===== config.mk =====
export PLATFORM = sky130hd
export DESIGN_NAME = adder
export DESIGN_NICKNAME = d
export VERILOG_FILES = /design/src/rtl/adder.sv
export SDC_FILE = /design/constraint.sdc
export NUM_CORES = 1
export LEC_CHECK = 0
export ABC_AREA = 1
export CAP_MARGIN = 5
export CORE_UTILIZATION = 40
export CTS_CLUSTER_SIZE = 25
export DETAILED_ROUTE_END_ITERATION = 8
export HOLD_SLACK_MARGIN = 0.05
export PLACE_DENSITY = 0.77
export SKIP_CTS_REPAIR_TIMING = 1
export SKIP_LAST_GASP = 1
export SYNTH_ARGS = -nofsm -noshare
export SYNTH_HDL_FRONTEND = slang
export SYNTH_SLANG_ARGS = --single-unit
export TNS_END_PERCENT = 30

===== constraint.sdc =====
create_clock -name clk -period 1.05 [get_ports clk]
set_clock_uncertainty 0.15 [all_clocks]
set_input_delay 0.105 -clock clk [delete_from_list [all_inputs] [get_ports clk]]
set_output_delay 0.105 -clock clk [all_outputs]
set_load 0.02 [all_outputs]

===== src/rtl/adder.sv =====
// adder: registered 8-bit two's-complement adder with a 9-bit sign-extended sum and carry/overflow/zero/sign status.
module adder (
  input  logic       clk,
  input  logic       rst,
  input  logic [7:0] x,
  input  logic [7:0] y,
  input  logic       flag,
  output logic [8:0] z,
  output logic       valid,
  output logic       cout,
  output logic       ovf,
  output logic       zero,
  output logic       neg
);
  logic [8:0] xe, ye, sum;
  logic [8:0] c;
  logic [8:0] z_d, z_q;
  logic       valid_d, valid_q, cout_d, cout_q, ovf_d, ovf_q, zero_d, zero_q, neg_d, neg_q;
  assign xe   = {x[7], x};
  assign ye   = {y[7], y};
  assign c[0] = 1'b0;
  for (genvar i = 0; i < 8; i++) begin : g_fa
    assign sum[i]   = xe[i] ^ ye[i] ^ c[i];
    assign c[i + 1] = (xe[i] & ye[i]) | (c[i] & (xe[i] ^ ye[i]));
  end
  // The top cell's carry-out has no meaning for a sign-extended sum, so only its sum bit is built.
  assign sum[8] = xe[8] ^ ye[8] ^ c[8];
  always_comb begin
    z_d     = flag ? sum : z_q;
    valid_d = flag;
    cout_d  = flag ? c[8] : cout_q;
    ovf_d   = flag ? sum[8] ^ sum[7] : ovf_q;
    zero_d  = flag ? (sum == 9'd0) : zero_q;
    neg_d   = flag ? sum[8] : neg_q;
  end
  always_ff @(posedge clk or negedge rst) begin
    if (!rst) begin
      z_q     <= 9'd0;
      valid_q <= 1'b0;
      cout_q  <= 1'b0;
      ovf_q   <= 1'b0;
      zero_q  <= 1'b1;
      neg_q   <= 1'b0;
    end else begin
      z_q     <= z_d;
      valid_q <= valid_d;
      cout_q  <= cout_d;
      ovf_q   <= ovf_d;
      zero_q  <= zero_d;
      neg_q   <= neg_d;
    end
  end
  assign z     = z_q;
  assign valid = valid_q;
  assign cout  = cout_q;
  assign ovf   = ovf_q;
  assign zero  = zero_q;
  assign neg   = neg_q;
endmodule


==> impl_metrics.tcl, run 1 <==
set metrics [dict create \
    core_um2 1730 \
    drc_errors 0 \
    crit_top_cell "fa_2" \
    antenna_cells 0 \
    status "complete, but fails checks" \
    htree_levels 1 \
    synth.distinct_cells 16 \
    grt_pass1_wl_um 2340 \
    worstPathRequired_ns 1.11 \
    num_rows 15 \
    hold_ws_ns 0.00902 \
    cp-start-kind "primary input" \
    power_density_nw_per_um2 1280 \
    portBuffers 32 \
    clockRootBuffer "clkbuf_4" \
    antenna_found_initial 0 \
    dieArea_um2 2000 \
    tightest_slew_ns 0.282 \
    chipWidth_um 44.8 \
    syn2layout_area_growth_pct 69.4 \
    rsz0062_at_grt "yes" \
    synth_seq_area_share_pct 44.6 \
    routed_wl_um 1520 \
    final_nets 148 \
    period_share_pct 314 \
    max_slew_margin_pct 81.2 \
    drt_pass1_iterations 4 \
    crit_chain "buf_6 -> ha_4 -> fa_2 -> fa_2 -> fa_2 -> inv_2 -> fa_2 -> inv_2 -> fa_2 -> fa_2 -> fa_1 -> inv_2 -> nand2_1 -> nor2_1 -> nand3_1 -> nand2_1" \
    crit_type "primary input to flip-flop" \
    track_usage_pct 16.2 \
    slowest_delay_ns 0.48 \
    syn_inst 72 \
    postLayoutSetupSlackWorst_ns -2.25 \
    p_leak_nw 0.585 \
    syn-num-nets 100 \
    cap_violations 0 \
    die_h_um 44.8 \
    hold_path_class "primary input to flip-flop" \
    slowest_stage "fa_1" \
    fmax_ghz 0.303 \
    layout-drive-gt1-share_pct 32.8 \
    critPathArrivalTime_ns 3.36 \
    gp_congestion 0.714 \
    clock_sinks 13 \
    drt_iter0_drc 7 \
    wl_per_cell_um 10.6 \
    grt_pass1_vias 586 \
    initial_core_util_pct 42.4 \
    dp_hpwl_um 1210 \
    clockBufferDepth 2 \
    clock_latency_ns 0.26 \
    place_ws_ns -2.75 \
    crit_fanout 4 \
    slew_viol_final 0 \
    final-setup-viol-count 24 \
    yosysWarnings 0 \
    ys_seq_elements 13 \
    overflow 0 \
    end_kind "flip-flop" \
    num_vias 626 \
    pin_count 33 \
    syn-cell-area_um2 732 \
    postSynthAreaPerCell_um2 10.2 \
    cts_tree "done" \
    period_minus_slack_ns 3.30 \
    vdd_drop_max_uv 607 \
    clk_pin_slew_ns 0.08 \
    numCtsBuffers 3 \
    violations "setup timing" \
    report.final.hold_viol_count 0 \
    postRouteAntennaNets 0 \
    vias_per_cell 4.35 \
    grt_max_degree 17 \
]
==> metal layers <==
layer	GRT usage [%]	vias up	part of all wire, %
li1	-	309	-
met1	21.2	293	41
met2	27.6	22	55
met3	1.20	2	3.2
met4	7.27	0	0.92
met5	0	-	0
==> cell type report <==
class / count / area [um2]
Multi-Input combinational cell: 45 / 379
Inverter: 12 / 45.0
Sequential cell: 13 / 327
Clock buffer: 4 / 26.3
Fill cell: 152 / 487
Tap cell: 25 / 31.3
Timing Repair Buffer: 45 / 432
==> metrics by stage <==
step	cells	TNS (ns)	util (%)	power, W	area, um2
2_1_floorplan	72	-15.52	-	0.000926	759
3_3_place_gp	136	-23.60	67.2	0.00124	1160
3_5_place_dp	136	-23.97	67.2	0.00125	1160
4_1_cts	140	-24.90	68.7	0.00155	1190
5_1_grt	144	-23.42	71.8	0.00167	1240
6_report	144	-22.12	71.8	0.00158	1240
==> final timing paths <==
check | slack, ns | startpoint | depth (start not counted) | end
min in group asynchronous | 0.53 | rst | 3 | z[1]
hold reg to reg | 0.33 | z[0] | 2 | z[0]
setup reg to reg | 0.16 | neg | 3 | neg
setup / recovery | -2.25 | x[0] | 16 | zero
max in group asynchronous | 0.03 | rst | 3 | zero
hold / removal | 0.009 | y[0] | 4 | z[0]
==> Yosys cell counts <==
cell,count,area (um2)
nand2_1,23,86.3
dfstp_2,1,26.3
fa_1,8,160
o21ai_1,1,5.00
o21ai_0,1,5.00
nand3_1,1,5.00
buf_4,1,7.51
ha_1,1,12.5
dfrtp_1,12,300
inv_2,1,3.75
inv_1,11,41.3
o21ai_2,5,43.8
nor2_1,3,11.3
a21oi_1,1,5.00
buf_6,1,11.3
o21a_1,1,7.51
==> cells by family (layout without fill, tap and decap cells) <==
logic type | Yosys count | in the layout | share of synthesized area (%)
compound gates | 9 | 9 | 9.06
flops | 13 | 13 | 44.6
buf+inv | 14 | 61 | 8.72
simple gates | 27 | 27 | 14.0
fa+ha+maj | 9 | 9 | 23.6
==> flip-flops by register name, summed over array words and instances, names as in the netlist <==
signal  count
cout        1
neg         1
ovf         1
valid       1
z           8
zero        1
==> report_power, final <==
group / switching, W / internal, W / leakage [nW]
clock: 0.000147 / 0.000147 / 0.0150
sequential: 0.0000373 / 0.000572 / 0.155
combinational: 0.000320 / 0.000359 / 0.415
==> layout by cell type (no fill, tap or decap) <==
cell,instances
a21oi_2,1
buf_4,11
buf_6,3
clkbuf_1,1
clkbuf_4,3
clkdlybuf4s50_1,28
dfrtp_1,12
dfstp_2,1
dlygate4sd3_1,1
dlymetal6s2s_1,2
fa_1,1
fa_2,7
ha_4,1
inv_1,6
inv_2,6
nand2_1,23
nand3_1,1
nor2_1,3
o21a_1,1
o21ai_1,1
o21ai_2,6
==> critical path: cells and delay by family <==
kind / cells / cell delay [ns]
adders and majority gates: 8 / 2.66
buffers and inverters: 4 / 0.30
and+or+nand+nor: 4 / 0.30
Note: power is estimated with default switching activity, not from simulation.
==> inputs of run 2 (changes only) <==
--- a/config.mk
+++ b/config.mk
@@ -12,6 +12,7 @@
 export DETAILED_ROUTE_END_ITERATION = 8
 export HOLD_SLACK_MARGIN = 0.05
 export PLACE_DENSITY = 0.77
+export REMOVE_ABC_BUFFERS = 1
 export SKIP_CTS_REPAIR_TIMING = 1
 export SKIP_LAST_GASP = 1
 export SYNTH_ARGS = -nofsm -noshare
==> run 2 against run 1 <==
  * Clock power up 6.8%
  * Sequential cell count unchanged
  * Non-clock buffer count fell by 4
  * Critical endpoint unchanged
  * Cell count fell by 2.8%
  * Register-to-register slack improved by 0.02 ns
  * Wire length up 9.6%
  * Global-route usage is 2.4 points higher
  * Worst hold slack got worse by 0.085 ns
  * Combinational power decreased by 2.9%
  * Via count fell by 0.48%
  * First-iteration DRC count increased by 43%
  * Critical path depth unchanged
  * The run ends with hold timing, setup timing left
==> impl_metrics.tcl, run 2 (synthesis gave the netlist of run 1 again) <==
set metrics [dict create \
    period_minus_slack_ns 3.29 \
    routed_wl_um 1670 \
    seqCellArea_um2 327 \
    tightest_slew_ns 0.311 \
    status "complete, but fails checks" \
    final_area_um2 1210 \
    fillers 139 \
    period_share_pct 314 \
    final_nets 144 \
    drt_iter0_drc 10 \
    wl_per_cell_um 11.9 \
    clockRootBuffer "clkbuf_4" \
    drc_errors 0 \
    multi_input_area_um2 379 \
    crit_type "primary input to flip-flop" \
    gp_congestion 0.745 \
    antenna_cells 0 \
    chipWidth_um 44.8 \
    crit_fanout 4 \
    htree_levels 1 \
    final_cell_mix "clkdlybuf4s50_1 (28), nand2_1 (22), dfrtp_1 (12)" \
    initial_core_util_pct 42.4 \
    syn2layout_area_growth_pct 65.0 \
    dp.cells 134 \
    final-setup-viol-count 24 \
    instances_no_fill 140 \
    worstPathRequired_ns 1.12 \
    clk_pin_slew_ns 0.08 \
    grt_pass1_vias 599 \
    drt_pass1_iterations 2 \
    grt_max_degree 18 \
    slew_viol_final 0 \
    cp-start-kind "primary input" \
    p_leak_nw 0.564 \
    final_common_cell "clkdlybuf4s50_1" \
    postRouteAntennaNets 0 \
    max_slew_margin_pct 79.2 \
    core_um2 1730 \
    dieArea_um2 2000 \
    numCtsBuffers 3 \
    vias_per_cell 4.45 \
    postLayoutSetupSlackWorst_ns -2.24 \
    violations "hold timing, setup timing" \
    pin_count 33 \
    clock_latency_ns 0.28 \
    die_h_um 44.8 \
    end_kind "flip-flop" \
    largest_reg_flops 8 \
    portBuffers 32 \
    hold_ws_ns -0.0761 \
    placed_area_um2 1120 \
    cts_tree "done" \
    clock_sinks 13 \
    antenna_found_initial 0 \
    power_density_nw_per_um2 1310 \
    rsz0062_at_grt "yes" \
    cap_violations 0 \
    hold_path_class "primary input to async pin" \
    dp_hpwl_um 1250 \
    overflow 0 \
    critPathArrivalTime_ns 3.37 \
    track_usage_pct 18.6 \
    num_rows 15 \
    fmax_ghz 0.304 \
    num_vias 623 \
    grt_pass1_wl_um 2570 \
    vdd_drop_max_uv 676 \
    report.final.hold_viol_count 3 \
    clockBufferDepth 2 \
    layout-drive-gt1-share_pct 32.2 \
]
run 2: stage by stage:
step                worst slack [ns]  hold slack (ns)  TNS, ns  utilization [%]  total power, W
finish                         -2.24          -0.0761   -22.38             69.9         0.00158
global placement               -2.89            0.221   -24.87             64.7         0.00121
global route                   -2.34          -0.0714   -23.72             69.9         0.00168
CTS                            -2.72          -0.0839   -26.99             66.2         0.00154
floorplan                      -2.37           -0.341   -17.22                -        0.000900
detailed placement             -3.02            0.219   -26.07             64.7         0.00122
run 2: path summary, 6_finish.rpt:
| check | startpoint | end | slack [ns] | depth (start not counted) |
|---|---|---|---|---|
| min in group clk | y[0] | z[0] | 0.01 | 4 |
| max in group asynchronous | rst | z[1] | 0.46 | 2 |
| min reg2reg | zero | zero | 0.33 | 2 |
| max | x[0] | zero | -2.24 | 16 |
| min | rst | z[5] | -0.08 | 1 |
| max reg2reg | zero | zero | 0.18 | 2 |
run 2: critical path, cell delays in order:
cell	delay (ns)
buf_8	0.10
ha_4	0.15
fa_2	0.37
fa_2	0.37
fa_2	0.37
inv_2	0.07
fa_2	0.19
inv_2	0.04
fa_2	0.36
fa_2	0.39
fa_2	0.45
inv_2	0.09
nand2_2	0.05
nor2_2	0.10
nand3_1	0.07
nand2_1	0.07
run 2: area by class of cell:
cell class              count  area share, %
clock buffers               4           2.18
inverters                  12           3.73
multi-input cells          45           31.4
flip-flops and latches     13           27.0
well taps                  25           2.59
repair buffers             41           33.1
run 2: power breakdown:
group	total, W	leakage (nW)	switching [W]	internal, W
clock network	0.000313	0.0150	0.000166	0.000148
registers	0.000611	0.155	0.0000386	0.000572
logic	0.000659	0.394	0.000319	0.000340
run 2: layer usage:
layer  vias to the layer above  part of all wire (%)  GRT usage, %
met3                         4                   3.7          3.60
li1                        302                     -             -
met1                       297                    42          24.0
met5                         -                     0             0
met4                         0                   2.1          9.09
met2                        20                    53          30.3
==> inputs of run 3 (changes only) <==
--- a/config.mk
+++ b/config.mk
@@ -7,6 +7,7 @@
 export LEC_CHECK = 0
 export ABC_AREA = 1
 export CAP_MARGIN = 5
+export CORE_MARGIN = 4
 export CORE_UTILIZATION = 40
 export CTS_CLUSTER_SIZE = 25
 export DETAILED_ROUTE_END_ITERATION = 8
==> run 3 against run 2 <==
  * The flow still finishes with violations (hold timing, setup timing)
  * Die area rose by 29%
  * Via count rose by 1.8%
  * First-iteration DRC count rose by 50%
  * Critical path depth fell by 2
  * Design area fell by 0.73%
  * Combinational power rose by 3.2%
  * Worst setup slack got worse by 0.057 ns
  * Clock power rose by 1%
  * Non-clock buffer count fell by 1
  * Maximum frequency fell by 1.7%
  * Largest cell class unchanged
==> impl_metrics.tcl, run 3 (synthesis gave the netlist of run 1 again) <==
set metrics [dict create \
    status "complete, but fails checks" \
    vdd_drop_max_uv 922 \
    clock_sinks 13 \
    final_cell_mix "clkdlybuf4s50_1 (28), nand2_1 (22), dfrtp_1 (12)" \
    tightest_slew_ns 0.333 \
    postLayoutSetupSlackWorst_ns -2.30 \
    antenna_found_initial 0 \
    routed_wl_um 1850 \
    pin_count 33 \
    layout-drive-gt1-share_pct 30.7 \
    placed_area_um2 1120 \
    path_buf_inv 5 \
    crit_type "primary input to flip-flop" \
    period_minus_slack_ns 3.35 \
    setup-tns-final_ns -22.81 \
    clk_pin_slew_ns 0.08 \
    p_leak_nw 0.561 \
    power_density_nw_per_um2 1340 \
    crit_chain "buf_6 -> ha_4 -> fa_2 -> fa_2 -> fa_2 -> inv_2 -> fa_2 -> inv_2 -> fa_2 -> fa_2 -> fa_2 -> inv_2 -> buf_4 -> o21ai_2" \
    drc_errors 0 \
    core_um2 1730 \
    final_nets 143 \
    report.final.hold_viol_count 3 \
    violations "hold timing, setup timing" \
    hold_path_class "primary input to async pin" \
    rsz0062_at_grt "yes" \
    grt_pass1_wl_um 2740 \
    initial_core_util_pct 42.4 \
    wl_per_cell_um 13.3 \
    portBuffers 32 \
    fillers 127 \
    die_h_um 50.8 \
    total_power_w 0.00161 \
    drt_pass1_iterations 5 \
    slew_viol_final 0 \
    overflow 0 \
    htree_levels 1 \
    dp.cells 134 \
    cap_violations 0 \
    crit_fanout 4 \
    grt_max_degree 19 \
    final-setup-viol-count 24 \
    final_common_cell "clkdlybuf4s50_1" \
    cp-start-kind "primary input" \
    slowest_stage "fa_2" \
    cts_tree "done" \
    numCtsBuffers 3 \
    num_vias 634 \
    critPathArrivalTime_ns 3.41 \
    worstPathRequired_ns 1.11 \
    dp_hpwl_um 1420 \
    gp_congestion 0.697 \
    grt_pass1_vias 627 \
    final_area_um2 1200 \
    clock_latency_ns 0.28 \
    vias_per_cell 4.56 \
    fmax_ghz 0.298 \
    largest_reg_flops 8 \
    track_usage_pct 15.2 \
    dieArea_um2 2580 \
    crit_top_cell "fa_2" \
    instances_no_fill 139 \
    max_slew_margin_pct 77.8 \
    chipWidth_um 50.8 \
    slowest_delay_ns 0.56 \
    period_share_pct 319 \
    num_rows 15 \
    drt_iter0_drc 15 \
    syn2layout_area_growth_pct 63.8 \
    crit_family "adder cells" \
    postRouteAntennaNets 0 \
    clockRootBuffer "clkbuf_4" \
    clockBufferDepth 2 \
    hold_ws_ns -0.0959 \
    end_kind "flip-flop" \
    antenna_cells 0 \
]
-- run 3: cell count changes in the layout (fill, tap and decap cells not counted), sizes merged --
cell / before / now
buf: 11 / 10
-- run 3: area by class of cell --
class / instances / area [um2] / area share, %
inverters: 12 / 45.0 / 3.76
flip-flops and latches: 13 / 327 / 27.2
multi-input cells: 45 / 382 / 31.8
repair buffers: 40 / 388 / 32.4
clock buffers: 4 / 26.3 / 2.19
well taps: 25 / 31.3 / 2.61
-- run 3: where the power goes --
group / internal [W] / leakage [nW] / switching [W]
clock: 0.000148 / 0.0150 / 0.000169
combinational: 0.000348 / 0.391 / 0.000332
sequential: 0.000572 / 0.155 / 0.0000382
-- run 3: stage by stage --
stage          setup slack, ns  utilization [%]
2_1_floorplan            -2.37                -
3_3_place_gp             -2.92             64.7
3_5_place_dp             -3.03             64.7
4_1_cts                  -2.75             66.2
5_1_grt                  -2.43             69.4
6_report                 -2.30             69.4
-- run 3: worst reg2reg max path, stage by stage (launching register included) --
cell	delay (ns)
dfrtp_1	0.39
buf_4	0.13
o21a_1	0.15
-- run 3: routing by layer --
layer	global-route usage (%)	wire [um]
met4	9.42	26
met5	0	0
met2	28.0	1070
met1	15.4	684
met3	2.97	71
-- run 3: path summary, 6_finish.rpt --
path / startpoint / to / slack, ns / cells after the start
worst max-delay path: x[0] / z[7] / -2.30 / 14
worst min-delay path: rst / neg / -0.1 / 1
worst max register to register: z[2] / z[2] / 0.12 / 2
worst min register to register: zero / zero / 0.33 / 2
max in group asynchronous: rst / z[3] / 0.47 / 2
min in group clk: y[0] / z[0] / 0 / 4
